`src/rtl/select_arb_pkg.sv`:
```
// Shared definitions for select_arbiter: FSM state encoding, mux select
// values, last-owner encoding and the hold-counter width helper.
package select_arb_pkg;

    typedef enum logic [1:0] {
        IDLE  = 2'd0,
        OWN_A = 2'd1,
        OWN_B = 2'd2
    } state_t;

    // Mux select values: 0 routes requester A, 1 routes requester B.
    localparam logic SEL_A = 1'b0;
    localparam logic SEL_B = 1'b1;

    // Encoding of the last_owner register.
    localparam logic OWNER_A = 1'b0;
    localparam logic OWNER_B = 1'b1;

    // Hold-counter width; a disabled limit (0) still needs one bit.
    function automatic int unsigned cnt_width(input int unsigned max_hold);
        return (max_hold == 0) ? 1 : $clog2(max_hold + 1);
    endfunction

endpackage : select_arb_pkg

```
`src/rtl/select_arbiter.sv`:
```
// select_arbiter: two-requester round-robin arbiter that owns the sel line of
// the shared 2:1 select mux.
//
// Ports:
//   clk      rising-edge clock
//   rst_n    asynchronous active-low reset
//   req_a    requester A wants the path (held until done or abandon)
//   req_b    requester B wants the path
//   done_a   A's final transfer cycle, honoured only while gnt_a=1
//   done_b   B's final transfer cycle, honoured only while gnt_b=1
//   gnt_a    A owns the path
//   gnt_b    B owns the path
//   sel      mux select (0 = A, 1 = B); holds its value while idle
//   busy     a grant is active
//   timeout  one-cycle pulse after a hold-limit forced release
//
// Every output is a flop loaded from the next-state decode, so there is no
// combinational path from any input to any output.
module select_arbiter
    import select_arb_pkg::*;
#(
    parameter int unsigned MAX_HOLD = 16
) (
    input  logic clk,
    input  logic rst_n,
    input  logic req_a,
    input  logic req_b,
    input  logic done_a,
    input  logic done_b,
    output logic gnt_a,
    output logic gnt_b,
    output logic sel,
    output logic busy,
    output logic timeout
);

    localparam int unsigned CNT_W = cnt_width(MAX_HOLD);

    // Counter value seen during the last permitted grant cycle.
    localparam logic [CNT_W-1:0] HOLD_LAST =
        (MAX_HOLD == 0) ? '0 : CNT_W'(MAX_HOLD - 1);
    localparam logic [CNT_W-1:0] HOLD_SAT = '1;

    state_t           state_q, state_d;
    logic             last_owner_q, last_owner_d;
    logic [CNT_W-1:0] hold_cnt_q, hold_cnt_d;
    logic             timeout_q, timeout_d;
    logic             sel_q, sel_d;
    logic             gnt_a_q, gnt_b_q, busy_q;

    logic             hold_hit_c;
    logic             release_c;
    logic             grant_entry_c;

    // State, owner history, hold counter and output flops.
    always_ff @(posedge clk or negedge rst_n) begin
        if (!rst_n) begin
            state_q      <= IDLE;
            last_owner_q <= OWNER_B;
            hold_cnt_q   <= '0;
            timeout_q    <= 1'b0;
            sel_q        <= SEL_A;
            gnt_a_q      <= 1'b0;
            gnt_b_q      <= 1'b0;
            busy_q       <= 1'b0;
        end else begin
            state_q      <= state_d;
            last_owner_q <= last_owner_d;
            hold_cnt_q   <= hold_cnt_d;
            timeout_q    <= timeout_d;
            sel_q        <= sel_d;
            gnt_a_q      <= (state_d == OWN_A);
            gnt_b_q      <= (state_d == OWN_B);
            busy_q       <= (state_d != IDLE);
        end
    end

    // Next-state, owner tracking, hold counting and timeout decode.
    always_comb begin
        state_d       = state_q;
        last_owner_d  = last_owner_q;
        hold_cnt_d    = hold_cnt_q;
        timeout_d     = 1'b0;
        sel_d         = sel_q;
        release_c     = 1'b0;
        grant_entry_c = 1'b0;

        hold_hit_c = (MAX_HOLD != 0) && (hold_cnt_q == HOLD_LAST);

        case (state_q)
            IDLE: begin
                // On a tie the requester that did not own the path last wins.
                if (req_a && (!req_b || (last_owner_q == OWNER_B))) begin
                    state_d = OWN_A;
                end else if (req_b) begin
                    state_d = OWN_B;
                end
            end

            OWN_A: begin
                release_c = done_a || !req_a || hold_hit_c;
                if (release_c) begin
                    // done takes precedence over the limit for timeout.
                    timeout_d = hold_hit_c && !done_a;
                    if (req_b) begin
                        state_d = OWN_B;
                    end else if (req_a) begin
                        state_d = OWN_A;
                    end else begin
                        state_d = IDLE;
                    end
                end
            end

            OWN_B: begin
                release_c = done_b || !req_b || hold_hit_c;
                if (release_c) begin
                    timeout_d = hold_hit_c && !done_b;
                    if (req_a) begin
                        state_d = OWN_A;
                    end else if (req_b) begin
                        state_d = OWN_B;
                    end else begin
                        state_d = IDLE;
                    end
                end
            end

            default: begin
                state_d = IDLE;
            end
        endcase

        // A grant entry is any move into OWN_x from IDLE or via a release,
        // which includes re-granting the same requester.
        grant_entry_c = (state_d != IDLE) && ((state_q == IDLE) || release_c);

        if (grant_entry_c) begin
            hold_cnt_d   = '0;
            last_owner_d = (state_d == OWN_B) ? OWNER_B : OWNER_A;
        end else if ((state_q != IDLE) && (hold_cnt_q != HOLD_SAT)) begin
            hold_cnt_d = hold_cnt_q + CNT_W'(1);
        end

        // sel follows the owner and is left untouched while idle.
        if (state_d == OWN_A) begin
            sel_d = SEL_A;
        end else if (state_d == OWN_B) begin
            sel_d = SEL_B;
        end
    end

    assign gnt_a   = gnt_a_q;
    assign gnt_b   = gnt_b_q;
    assign sel     = sel_q;
    assign busy    = busy_q;
    assign timeout = timeout_q;

endmodule : select_arbiter

```
`config.mk`:
```
export PLATFORM = sky130hd
export DESIGN_NAME = select_arbiter
export DESIGN_NICKNAME = d
export VERILOG_FILES = /design/src/rtl/select_arb_pkg.sv /design/src/rtl/select_arbiter.sv
export SDC_FILE = /design/constraint.sdc
export NUM_CORES = 1
export LEC_CHECK = 0
export CORE_MARGIN = 5
export CORE_UTILIZATION = 50
export CTS_CLUSTER_DIAMETER = 200
export DETAILED_ROUTE_END_ITERATION = 8
export PLACE_DENSITY = 0.74
export SETUP_SLACK_MARGIN = 0.4
export SYNTH_ARGS = -nofsm -noshare
export SYNTH_HDL_FRONTEND = slang
export SYNTH_SLANG_ARGS = --single-unit
```
`constraint.sdc`:
```
create_clock -name clk -period 8.06 [get_ports clk]
set_input_delay 0.806 -clock clk [delete_from_list [all_inputs] [get_ports clk]]
set_output_delay 0.806 -clock clk [all_outputs]
set_load 0.05 [all_outputs]
```
==> qor.yml <==
end_kind: "flip-flop"
synth.most_common_cell: "dfrtp_1"
synth-main-ff-cell: "dfrtp_1"
row_count: 14
rr_worst_depth: 12
synth_top_area_share_pct: 38.6
synth_edf_count: 0
syn2layout_area_growth_pct: 18.8
min_period_ps: 3050
holdBufCountCts: 0
cts_resized: 0
routed_wl_mm: 1.42
async_reset_ff_share_pct: 100
netlist_instances: 75
crit_path_start: "req_a"
grt_pass1_wl_mm: 2.59
clockPowerShare_pct: 11.3
num-fill-cells: 127
hold_viol: 0
yosys_warnings: 0
clock_skew_ps: 1.45
insertion_delay_ps: 270
cts_sinks: 13
grt-ovfl-total: 0
p_int_mw: 0.189
first_iter_violations: 7
cp.arrival_ps: 3260
ys_ff_latch: 13
io-pin-count: 11
ant_nets: 0
portBuffers: 10
synth_nets: 91
cp_cell_sequence: "clkdlybuf4s50_1, or3b_4, a21oi_1, o21ai_1, a32oi_1, ha_1, inv_1, nand4_2, o221ai_2, mux2_4"
multi_input_area_um2: 417
clock_path_buffers: 2
syn_area_per_cell_um2: 10.4
fin_crit_sh_pct: 37.9
yosys-top-cells-area: "dfrtp_1 39%, ha_1 16%, inv_1 4.3%, dfstp_2 3.4%, nor2_1 3.4%"
gp_congestion: 0.732
coreArea_um2: 1490
outcome: "complete, no violations"
vias: 579
setup_violations: 0
cpMaxStageDelayCell: "clkdlybuf4s50_1"
drive_above_1_share_pct: 8.99
timing.rr.start: "hold_cnt_q[0]"
worstMarginPinSlew_ps: 567
min_path_type: "flip-flop to flip-flop"
critPathMaxStageDelay_ps: 580
p_sw_mw: 0.153
p_leak_nw: 0.436
remaining_drc_errors: 0
grt_max_degree: 14
endpoint: "last_owner_q"
hold_slack_ps: 522
syn_area_um2: 777
regToRegEndpoint: "last_owner_q"
cts_tree: "built"
clk_pin_slew_worst_paths_ps: 70
final.setup.tns_ps: 0
cp_data_required_time_ps: 8260
reg2reg_slack_ps: 5080
critPathKind: "primary input to flip-flop"
dpl.hpwl_mm: 1.12
seq_area_frac_synth_pct: 42.0
post-cts-setup-buffer-count: 0
synthTopCellsByCount: "12 x dfrtp_1, 10 x ha_1, 9 x inv_1, 7 x nor2_1"
grt_pass1_vias: 594
die_x_um: 49.4
fin_nets: 106
htreeDepth: 1
slew_viol_final: 0
track_usage_pct: 13.9
start_kind: "primary input"
yosysUniqueCellTypes: 28
wl_per_cell_um: 13.6
rsz0062_at_grt: "false"
firstDrtPassIters: 4
cts_root_buf: "clkbuf_4"
diodes: 0
path_max_fanout: 6
cap_viol_max_count: 0
max_freq_ghz: 0.328
pwr-share-comb_pct: 57.5
powerDensity_nw_per_um2: 371
yosys.area.top_type: "dfrtp_1"
cts_buffers: 3
antenna_found_initial: 0
initial_utilization_pct: 52.2
seqPwrFrac_pct: 31.2
netSwitchingFraction_pct: 44.7
regArea_um2: 327
slew_headroom_pct: 62.1
die_h_um: 49.4
vdd_drop_max_mv: 0.245
drt-vias-per-instance: 5.51
die_area_um2: 2440
power groups by stage:
stage / Sequential (mW) / Clock [mW] / Combinational, mW
2_1_floorplan: 0.131 / 0 / 0.125
3_3_place_gp: 0.107 / 0 / 0.194
3_5_place_dp: 0.108 / 0 / 0.198
4_1_cts: 0.107 / 0.0406 / 0.199
5_1_grt: 0.111 / 0.0459 / 0.221
6_report: 0.107 / 0.0386 / 0.197
layer usage:
layer,wire length (um),track usage (%)
met1,639,17.8
met2,659,21.0
met4,8,3.93
met5,0,0
met3,116,6.42
critical path: cells and delay by family:
family	cells	cell delay (ps)
buf+inv	2	670
mux	1	330
compound gates	4	710
fa+ha+maj	1	240
simple gates	2	510
layout by cell type, fill, tap and decap left out, types with 3 or more instances in the layout:
master,instances
a211oi_1,3
a21oi_1,4
clkbuf_4,3
clkdlybuf4s50_1,10
dfrtp_1,12
ha_1,10
inv_1,9
nand2_1,4
nor2_1,7
area by class of cell:
type,instances,area share (%)
Sequential cell,13,35.4
Multi-Input combinational cell,53,45.1
Timing Repair Buffer,10,10.8
Inverter,9,3.66
Clock buffer,4,2.85
Tap cell,16,2.17
cells by family (layout without fill, tap and decap cells):
group / after synthesis / count (layout) / share of synthesized area (%)
xor+xnor: 3 / 3 / 3.38
mux: 2 / 2 / 3.22
simple gates: 19 / 19 / 13.5
buf+inv: 9 / 23 / 4.35
flops: 13 / 13 / 42.0
compound gates: 19 / 19 / 17.4
fa+ha+maj: 10 / 10 / 16.1
flip-flops by register name, summed over array words and instances (netlist names):
register / flops
gnt_b: 1
timeout: 1
busy: 1
state_q: 2
last_owner_q: 1
hold_cnt_q: 5
sel: 1
gnt_a: 1
stage by stage:
| stage | power (mW) | area (um2) | cells | util (%) | worst slack, ps |
|---|---|---|---|---|---|
| finish | 0.342 | 923 | 105 | 62.0 | 5010 |
| global route | 0.378 | 923 | 105 | 62.0 | 4780 |
| CTS | 0.347 | 923 | 105 | 62.0 | 5000 |
| detailed placement | 0.306 | 897 | 101 | 60.3 | 4710 |
| global placement | 0.301 | 897 | 101 | 60.3 | 4770 |
| floorplan | 0.256 | 777 | 75 | - | 5330 |
how the worst min path moves through the flow:
stage	startpoint	end	slack, ps	cells after the start
final	sel	sel	520	2
after CTS	sel	sel	530	2
after global placement	sel	sel	510	2
after floorplan	hold_cnt_q[3]	hold_cnt_q[3]	500	2
after global routing	sel	sel	550	2
after detailed placement	sel	sel	520	2
Power figures use the tool's default switching activity.
